## src/rtl/cpu_pkg.sv

```systemverilog
// Shared constants and types for the MIPS fetch stage.
// The IF/ID record and next-PC select encoding live here so both fetch files agree on them.
package cpu_pkg;

    localparam int          ADDR_W    = 32;
    localparam int          DATA_W    = 32;
    localparam logic [31:0] NOP_INSTR = 32'h0000_0000;
    localparam logic [31:0] RESET_PC  = 32'h0000_0000;

    typedef struct packed {
        logic [DATA_W-1:0] instr;
        logic [ADDR_W-1:0] pc_plus4;
        logic              valid;
    } if_id_t;

    typedef enum logic [1:0] {
        PC_SEQ    = 2'd0,
        PC_BRANCH = 2'd1,
        PC_JUMP   = 2'd2
    } pc_sel_t;

endpackage

```

## src/rtl/pc_target_gen.sv

```systemverilog
// Next-PC candidates (sequential, branch, jump) and the redirect select.
// Purely combinational; stall/flush priority is resolved by the caller.
module pc_target_gen
    import cpu_pkg::*;
#(
    parameter int W = 32
) (
    input  logic [W-1:0]  pc,
    input  logic [W-1:0]  pc_plus4,
    input  logic          valid,
    input  logic          branch,
    input  logic [31:0]   branch_imm,
    input  logic          jump,
    input  logic [25:0]   jump_idx,
    output logic [W-1:0]  seq,
    output logic [W-1:0]  btarget,
    output logic [W-1:0]  jtarget,
    output pc_sel_t       sel
);

    logic [W-1:0] byte_offset;

    assign byte_offset = W'(branch_imm << 2);
    assign seq         = pc + W'(4);
    assign btarget     = pc_plus4 + byte_offset;
    assign jtarget     = {pc_plus4[W-1:28], jump_idx, 2'b00};

    // Branch/jump requests from a bubble in ID are meaningless, so they only count with valid.
    always_comb begin
        sel = PC_SEQ;
        if (valid && jump) begin
            sel = PC_JUMP;
        end else if (valid && branch) begin
            sel = PC_BRANCH;
        end
    end

endmodule

```

## src/rtl/fetch_stage.sv

```systemverilog
// MIPS instruction-fetch stage: PC register, IF/ID pipeline register, branch/jump redirect.
// Define DELAY_SLOT_EN to keep the slot after a redirect (architectural delay slot) instead of squashing it.
module fetch_stage #(
    parameter int                 ADDR_W   = cpu_pkg::ADDR_W,
    parameter int                 DATA_W   = cpu_pkg::DATA_W,
    parameter logic [ADDR_W-1:0]  RESET_PC = cpu_pkg::RESET_PC
) (
    input  logic              clk_i,
    input  logic              rst_i,
    input  logic              stall_i,
    input  logic              flush_i,
    input  logic              branch_i,
    input  logic [31:0]       branch_imm_i,
    input  logic              jump_i,
    input  logic [25:0]       jump_idx_i,
    output logic [ADDR_W-1:0] imem_addr_o,
    input  logic [DATA_W-1:0] imem_data_i,
    output logic [DATA_W-1:0] instr_o,
    output logic [ADDR_W-1:0] pc_plus4_o,
    output logic              valid_o
);
    import cpu_pkg::*;

    logic [ADDR_W-1:0] pc, pc_next, seq, btarget, jtarget;
    pc_sel_t           sel;
    if_id_t            if_id, if_id_next, fetched, bubble;

    pc_target_gen #(.W(ADDR_W)) u_targets (
        .pc         (pc),
        .pc_plus4   (if_id.pc_plus4),
        .valid      (if_id.valid),
        .branch     (branch_i),
        .branch_imm (branch_imm_i),
        .jump       (jump_i),
        .jump_idx   (jump_idx_i),
        .seq        (seq),
        .btarget    (btarget),
        .jtarget    (jtarget),
        .sel        (sel)
    );

    // Stall beats redirect, redirect beats flush; a stalled redirect simply re-presents later.
    always_comb begin
        fetched    = '{instr: imem_data_i, pc_plus4: seq, valid: 1'b1};
        bubble     = '{instr: NOP_INSTR,   pc_plus4: seq, valid: 1'b0};
        pc_next    = pc;
        if_id_next = if_id;
        if (!stall_i) begin
            if (sel != PC_SEQ) begin
                pc_next = (sel == PC_JUMP) ? jtarget : btarget;
`ifdef DELAY_SLOT_EN
                if_id_next = fetched;
`else
                if_id_next = bubble;
`endif
            end else if (flush_i) begin
                pc_next    = seq;
                if_id_next = bubble;
            end else begin
                pc_next    = seq;
                if_id_next = fetched;
            end
        end
    end

    always_ff @(posedge clk_i or negedge rst_i) begin
        if (!rst_i) begin
            pc    <= RESET_PC;
            if_id <= '{instr: NOP_INSTR, pc_plus4: '0, valid: 1'b0};
        end else begin
            pc    <= pc_next;
            if_id <= if_id_next;
        end
    end

    assign imem_addr_o = pc;
    assign instr_o     = if_id.instr;
    assign pc_plus4_o  = if_id.pc_plus4;
    assign valid_o     = if_id.valid;

endmodule

```

## config.mk

```make
export PLATFORM = sky130hd
export DESIGN_NAME = fetch_stage
export DESIGN_NICKNAME = d
export VERILOG_FILES = /design/src/rtl/cpu_pkg.sv /design/src/rtl/pc_target_gen.sv /design/src/rtl/fetch_stage.sv
export SDC_FILE = /design/constraint.sdc
export NUM_CORES = 1
export LEC_CHECK = 0
export CAP_MARGIN = 25
export CORE_ASPECT_RATIO = 1.25
export CORE_MARGIN = 2
export CORE_UTILIZATION = 37
export DETAILED_ROUTE_END_ITERATION = 8
export HOLD_SLACK_MARGIN = 0.1
export PLACE_DENSITY = 0.68
export SLEW_MARGIN = 20
export SYNTH_ARGS = -nofsm -noshare
export SYNTH_HDL_FRONTEND = slang
export SYNTH_SLANG_ARGS = --single-unit
```

## constraint.sdc

```tcl
create_clock -name clk_i -period 2.5 [get_ports clk_i]
set_input_delay 0.5 -clock clk_i [delete_from_list [all_inputs] [get_ports clk_i]]
set_output_delay 0.5 -clock clk_i [all_outputs]
set_load 0.02 [all_outputs]
```

# After elaboration in Yosys (flattened, before gate mapping)

Cells that the tools add are included.
Widths: inputs -> output; s select.

$add $sub $neg: 2
Eq/ne operators: 1
Mux-type cells: 6
Reduce and logical (&&, ||, !) cells: 3

Operator list:

| cell                  | count |
|---|---|
| $mux 65               | 2 |
| $mux 32               | 2 |
| $add 32x3->32 const B | 1 |
| $add 32x32->32        | 1 |
| $eq 2x2->1 const B    | 1 |
| $logic_and 1x1->1     | 2 |
| $mux 2                | 1 |
| $reduce_bool 2->1     | 1 |
| $mux 1                | 1 |

Bits in registers: 97
Input bits: 96
Output and inout port bits: 97
Logic and storage cells: 16

# Longest topological paths before layout

Gate-level depths: netlist of the first run.

Word-level depth: 6
Depth in mapped cells: 10
Depth with buffers taken out: 10

# By module

From an unflattened synthesis of the first run, not the netlist that was laid out.

Cell total of the unflattened synthesis: 704
Area, all modules: 7013.0 um^2

By module, submodules not included:

| module        | instances | cells an instance | area an instance (um^2) | seq. area each (um^2) |
|---|---|---|---|---|
| fetch_stage   | 1         | 319               | 4408.0                  | 2427.3 |
| pc_target_gen | 1         | 385               | 2605.0                  | 0.0 |

# Worst setup path after synthesis of the first run

No wires, ideal clock.

Path type: in2reg
Start: input port branch_imm_i[0]
End: register pc[26], in the netlist imem_addr_o[26]
Library setup time: 0.118 ns
Arrival: 2.738 ns
Required time: 2.382 ns
Slack: -0.356 ns
Cell stages on the path: 10
Buffers on the path: 0
Cells stage by stage: ha_1 fa_1 a21o_1 a221oi_2 o211a_1 o211ai_1 a311oi_1 or3_1 o22ai_1 a21o_1

Word-level cells in the longest chain between the ends: 3

Ends and longest elaborated chain:

| what                 | RTL line            | RTL |
|---|---|---|
| from (decl)          | fetch_stage.sv:13   | `input logic [31:0] branch_imm_i,` |
| $add 32x32->32       | pc_target_gen.sv:25 | `assign btarget = pc_plus4 + byte_offset;` |
| $mux 32              | fetch_stage.sv:50   | `pc_next = (sel == PC_JUMP) ? jtarget : btarget;` |
| $mux 32              | fetch_stage.sv:49   | `if (sel != PC_SEQ) begin` |
| to (signal assigned) | fetch_stage.sv:71   | `pc <= pc_next;` |
| to (decl)            | fetch_stage.sv:24   | `logic [ADDR_W-1:0] pc, pc_next, seq, btarget, jtarget;` |

No other way between the ends.
A chain may end at the register's enable or synchronous reset.

# Final worst setup path of the first run

Start: register if_id (netlist bit pc_plus4_o[2])
End: register pc[26], in the netlist imem_addr_o[26]

Word-level cells in the longest chain between the ends: 3

Ends and longest elaborated chain:

| what                   | RTL line            | RTL |
|---|---|---|
| from (decl)            | fetch_stage.sv:26   | `if_id_t if_id, if_id_next, fetched, bubble;` |
| from (signal assigned) | fetch_stage.sv:69   | `if_id <= '{instr: NOP_INSTR, pc_plus4: '0, valid: 1'b0};` |
| from (signal assigned) | fetch_stage.sv:72   | `if_id <= if_id_next;` |
| $add 32x32->32         | pc_target_gen.sv:25 |  |
| $mux 32                | fetch_stage.sv:50   |  |
| $mux 32                | fetch_stage.sv:49   |  |

No other way between the ends.

==> impl_metrics.json, run 1 <==
{
  "gr-total-overflow": 0,
  "async_flop_share_pct": 100,
  "fin_nets": 1134,
  "min_period_ns": 2.82,
  "use_met2_pct": 40.7,
  "clkLatencyLatePin_ns": 0.36,
  "die_h_um": 150,
  "p_sw_uw": 4330,
  "fin_area_sq_um": 10100,
  "status": "finished, violations left",
  "vias_per_cell": 5.48,
  "pwr-share-comb_pct": 61.0,
  "grtUsageMet1_pct": 31.9,
  "grt_setup_unrepaired": "true",
  "antenna_found_initial": 0,
  "cts.path.max_buffers": 2,
  "start_util_pct": 37.8,
  "min_path_type": "in2async",
  "grt_usage_pct": 24.7,
  "dp.cells": 1204,
  "clkTransAtPathRegs_ns": 0.07,
  "p_per_area_nw_per_um2": 1040,
  "fin_tns_setup_ns": -2.88,
  "ios": 193,
  "coreArea_sq_um": 16800,
  "area_delta_synth_final_pct": 59.7,
  "relSlewSlack_pct": 44.4,
  "synth-compound-area-share_pct": 28.0,
  "drt.antenna.violating_nets": 0,
  "crit_fanout": 3,
  "r2r.worst_path.cells": 11,
  "gp_congestion": 0.958,
  "row_count": 53,
  "worstSetupEndpointType": "flip-flop",
  "crit_arrival_ns": 3.08,
  "hold_slack_ns": 0.122,
  "p_leak_uw": 0.00431,
  "vdd_drop_max_mv": 0.402,
  "violations": "negative setup slack",
  "cts_buffers": 9,
  "worst_slack_ns": -0.324,
  "synth_nets": 835,
  "synth.yosys.seq_area_share_pct": 38.3,
  "fin_crit_sh_pct": 113,
  "top_usage_layer": "met2",
  "maxSlewViolCount": 0,
  "grt_pass1_wl_um": 35100,
  "synth_simple_gate_area_share_pct": 15.3,
  "fmax_mhz": 354,
  "clock_sink_count": 97,
  "finalSetupViolCount": 15,
  "fillers": 1443,
  "crit_type": "reg2reg",
  "worstPathRequired_ns": 2.75,
  "fin_skew_ns": 0.00676,
  "final_cell_mix": "clkdlybuf4s50_1, buf_4, dfrtp_1",
  "htreeDepth": 3,
  "synth_edf_count": 0,
  "place_area_sq_um": 9430,
  "synthAdderAreaFrac_pct": 6.24,
  "grt_max_degree": 79,
  "p_clk_share_pct": 14.7,
  "synth.area.mux_share_pct": 1.42,
  "drive_above_1_share_pct": 22.3,
  "worst_slew_pin_slew_ns": 0.834,
  "ys_ff_latch": 97,
  "met3_usage_pct": 5.11,
  "p_sw_share_pct": 41.2,
  "syn-instance-count": 708,
  "cts_tree": "done",
  "ys.flop_type": "dfrtp_1",
  "hold_viol_final": 0,
  "drv_cap": 0,
  "grt_pass1_vias": 6699,
  "vias": 6760,
  "drc_errors": 0,
  "die-width_um": 121,
  "detail_route.first_pass.iterations": 5,
  "ys_types": 66,
  "p_int_uw": 6200,
  "ys_warn_count": 0,
  "synth_top_family_by_area": "compound AO/OA/AOI/OAI gates",
  "port_buffers": 190,
  "synth_xor_area_share_pct": 7.05,
  "die_area_sq_um": 18200,
  "post-place-ws_ns": -0.839,
  "synth_area_per_cell_sq_um": 8.95,
  "drt-total-wl_um": 22400,
  "cts-root-buf": "clkbuf_16",
  "wire_per_inst_um": 18.2,
  "syn_area_sq_um": 6340,
  "power_frac_seq_pct": 24.3,
  "instances_no_fill": 1233,
  "critPathLaunchType": "flip-flop",
  "drt_iter0_markers": 396,
  "dp_hpwl_um": 16600,
  "final_common_cell": "clkdlybuf4s50_1"
}
per-layer routing:
| metal | share of wire (%) | wire length, um |
|---|---|---|
| met1 | 42 | 9320 |
| met2 | 48 | 10900 |
| met3 | 7.7 | 1730 |
| met4 | 2.3 | 517 |
| met5 | 0 | 0 |
timing repair:
item	4_1_cts	5_1_grt
setup endpoints to repair	18	21
resized for setup	41	19
gates cloned	0	0
pin swaps	43	25
setup buffers	9	5
hold buffers	0	0
state kept, by name (all words and copies together) (netlist names):
register,cells
imem_addr_o,32
instr_o,32
pc_plus4_o,32
valid_o,1
critical path, stage by stage (launching register included):
cell      delay [ns]
dfrtp_2         0.43
ha_4            0.17
fa_2            0.35
a21o_1          0.22
a221oi_2        0.31
o211a_1         0.24
buf_4           0.12
o211ai_1        0.13
a311oi_2        0.35
or3_1           0.17
o22ai_1         0.07
a21o_1          0.16
cell usage after synthesis, types with 12 or more instances:
cell / number / share of area, %
a21oi_1: 54 / 4.3
nor2_1: 52 / 3.1
xnor2_1: 34 / 4.7
a22o_1: 33 / 4.6
nand3_1: 19 / 1.5
ha_1: 30 / 5.9
inv_1: 13 / 0.77
xor2_1: 17 / 2.3
nor3_1: 12 / 0.95
clkbuf_1: 34 / 2.0
o21ai_0: 59 / 4.7
a21o_1: 18 / 2.1
nand4_1: 12 / 1.2
dfrtp_1: 97 / 38
nand2_1: 76 / 4.5
o22ai_1: 14 / 1.4
power by group through the flow:
stage	clock, uW	sequential, uW	combinational (uW)
floorplan	0	3030	2550
global placement	0	2540	5780
CTS	1580	2550	6150
detailed placement	0	2540	5820
finish	1550	2560	6420
global route	1640	2630	6890
kinds of logic (layout without fill, tap and decap cells):
logic type                 count (synthesis)  in the layout
AOI/OAI and AO/OA                        257            257
xor gates and xnor gates                  51             51
adders and majority gates                 31             31
buffers and inverters                     58            362
DFF                                       97             97
muxes                                      8              8
other                                      0              1
and+or+nand+nor                          206            206
path summary, 6_finish.rpt:
check                           slack [ns]          start         endpoint
min in group clk_i                    0.51    instr_o[25]      instr_o[25]
worst max register to register       -0.32  pc_plus4_o[2]  imem_addr_o[26]
worst min register to register        0.51    instr_o[25]      instr_o[25]
worst min-delay path                  0.12          rst_i      instr_o[29]
worst max-delay path                 -0.32  pc_plus4_o[2]  imem_addr_o[26]
max in group asynchronous             1.64          rst_i      instr_o[24]
metrics by stage:
stage	util, %	total power, uW
global route	60.3	11200
finish	60.3	10500
floorplan	-	5570
detailed placement	56.2	8360
CTS	59.5	10300
global placement	56.2	8320
area by class of cell:
cell class                      instances  area, sq um  share of cell area (%)
Multi-Input combinational cell        553         4020                    39.7
Timing Repair Buffer                  333         3020                    29.8
Sequential cell                        97         2430                    24.0
Tap cell                              220          275                    2.72
Clock buffer                            9          225                    2.23
Clock inverter                          7          101                    1.00
Inverter                               13         48.8                   0.482
Antenna cell                            1         2.50                  0.0247
(Power assumes the default switching activity.)
==> inputs of run 2 (changes only) <==
--- a/config.mk
+++ b/config.mk
@@ -11,7 +11,7 @@
 export CORE_UTILIZATION = 37
 export DETAILED_ROUTE_END_ITERATION = 8
 export HOLD_SLACK_MARGIN = 0.1
-export PLACE_DENSITY = 0.68
+export PLACE_DENSITY = 0.66
 export SLEW_MARGIN = 20
 export SYNTH_ARGS = -nofsm -noshare
 export SYNTH_HDL_FRONTEND = slang
==> constraint.sdc (replaced) <==
create_clock -name clk_i -period 2.6 [get_ports clk_i]
set_input_delay 0.52 -clock clk_i [delete_from_list [all_inputs] [get_ports clk_i]]
set_output_delay 0.52 -clock clk_i [all_outputs]
set_load 0.02 [all_outputs]
==> run 2 against run 1 <==
The run still ends with negative setup slack left; total power fell by 5.3%; critical path depth rose by 2; clock power fell by 3%; count of clock-buffer cells in the layout did not move; via count fell by 0.68%; clock skew barely moved; setup slack improved by 0.14 ns; first-iteration DRC count fell by 8.8%; combinational power fell by 6.5%; highest routed layer is now met5.
==> impl_metrics.json, run 2 (same netlist as run 1, synthesis figures left out) <==
{
  "fmax_mhz": 360,
  "drt_iter0_markers": 361,
  "die-width_um": 121,
  "fin_area_sq_um": 10000,
  "p_per_area_nw_per_um2": 994,
  "total_power_uw": 9980,
  "grtUsageMet1_pct": 30.7,
  "num_antenna_cells": 0,
  "antenna_found_initial": 1,
  "drt.antenna.violating_nets": 0,
  "grt_setup_unrepaired": "true",
  "min_path_type": "in2async",
  "maxSlewViolCount": 0,
  "dp.cells": 1198,
  "worst_slack_ns": -0.181,
  "worstPathRequired_ns": 2.85,
  "relSlewSlack_pct": 62.7,
  "place_area_sq_um": 9410,
  "fin_tns_setup_ns": -0.989,
  "cts-root-buf": "clkbuf_16",
  "vias": 6714,
  "hold_slack_ns": 0.128,
  "area_delta_synth_final_pct": 58.4,
  "worstSetupEndpointType": "flip-flop",
  "instances_no_fill": 1221,
  "clock_sink_count": 97,
  "use_met2_pct": 41.6,
  "dp_hpwl_um": 16600,
  "grt_pass1_wl_um": 35100,
  "cts_tree": "done",
  "path_cells": "dlygate4sd2_1 -> ha_4 -> fa_2 -> a21o_1 -> a221oi_2 -> o211a_1 -> buf_4 -> o211ai_1 -> a311oi_2 -> buf_4 -> or3_1 -> o22ai_1 -> a21o_1",
  "start_util_pct": 37.8,
  "worst_slew_pin_slew_ns": 0.560,
  "row_count": 53,
  "fin_crit_sh_pct": 107,
  "grt_max_degree": 140,
  "vias_per_cell": 5.50,
  "coreArea_sq_um": 16800,
  "port_buffers": 190,
  "ios": 193,
  "drive_above_1_share_pct": 21.1,
  "fin_skew_ns": 0.00635,
  "met3_usage_pct": 5.87,
  "die_h_um": 150,
  "finalSetupViolCount": 11,
  "min_period_ns": 2.78,
  "die_area_sq_um": 18200,
  "crit_arrival_ns": 3.03,
  "cts_buffers": 9,
  "final_common_cell": "clkdlybuf4s50_1",
  "grt_usage_pct": 24.9,
  "drc_errors": 0,
  "cts.path.max_buffers": 2,
  "drv_cap": 0,
  "fin_nets": 1123,
  "clkTransAtPathRegs_ns": 0.07,
  "gp_congestion": 0.955,
  "critPathLaunchType": "input pin",
  "vdd_drop_max_mv": 0.377,
  "top_usage_layer": "met2",
  "htreeDepth": 3,
  "critPathSlowestCell": "fa_2",
  "detail_route.first_pass.iterations": 5,
  "clkLatencyLatePin_ns": 0.36,
  "drt-total-wl_um": 22300,
  "violations": "negative setup slack",
  "crit_type": "in2reg",
  "wire_per_inst_um": 18.3,
  "hold_viol_final": 0,
  "postCtsHoldBufs": 0,
  "cp_slowest_stage_delay_ns": 0.33,
  "p_leak_uw": 0.00427,
  "crit_fanout": 3,
  "grt_pass1_vias": 6721,
  "gr-total-overflow": 0,
  "status": "finished, violations left",
  "final_cell_mix": "clkdlybuf4s50_1, buf_4, dfrtp_1"
}
-- run 2: stage by stage --
stage	utilization, %	setup WS (ns)
finish	59.8	-0.181
global route	59.8	-0.276
CTS	59.3	-0.126
detailed placement	56.1	-0.829
global placement	56.1	-0.788
floorplan	-	-0.154
-- run 2: cell type report --
cell class / count / area (sq um)
multi-input combinational: 553 / 4000
fill: 1457 / 6740
sequential: 97 / 2430
timing repair buffer: 322 / 2960
clock inverter: 7 / 100
clock buffer: 9 / 225
inverter: 13 / 48.8
tap: 220 / 275
-- run 2: worst paths after layout --
kind | from | endpoint | slack, ns | depth (start not counted)
max in group asynchronous | rst_i | imem_addr_o[0] | 1.74 | 2
min in group clk_i | instr_o[22] | instr_o[22] | 0.51 | 1
min | rst_i | instr_o[3] | 0.13 | 1
min reg2reg | instr_o[22] | instr_o[22] | 0.51 | 1
max | branch_imm_i[0] | imem_addr_o[26] | -0.18 | 13
max reg2reg | pc_plus4_o[2] | imem_addr_o[26] | -0.18 | 12
-- run 2: power by group --
| group | internal, uW | switching (uW) | total [uW] |
|---|---|---|---|
| Clock | 855 | 642 | 1500 |
| Combinational | 3070 | 2930 | 6000 |
| Sequential | 1940 | 537 | 2480 |
-- run 2: metal layers --
metal | up-vias | part of all wire (%)
met5 | - | 0.058
met4 | 2 | 2.8
met3 | 46 | 8.0
met2 | 277 | 49
met1 | 3184 | 40
li1 | 3205 | -
-- run 2: worst max-delay path, delay by kind of cell --
| family | cells | cell delay [ns] |
|---|---|---|
| AOI/OAI and AO/OA | 7 | 1.35 |
| adders and majority gates | 2 | 0.50 |
| buffers and inverters | 3 | 0.55 |
| and+or+nand+nor | 1 | 0.10 |
-- run 2: timing repair --
item	in CTS	in global routing
setup buffers	7	1
resized for setup	37	18
endpoints found under the setup margin	16	16
pin swaps	40	21
==> inputs of run 3 (changes only) <==
--- a/config.mk
+++ b/config.mk
@@ -5,6 +5,7 @@
 export SDC_FILE = /design/constraint.sdc
 export NUM_CORES = 1
 export LEC_CHECK = 0
+export ABC_CLOCK_PERIOD_IN_PS = 2600
 export CAP_MARGIN = 25
 export CORE_ASPECT_RATIO = 1.25
 export CORE_MARGIN = 2
==> results of run 3 <==
The final DEF is identical to that of run 2; final timing and power are the same.
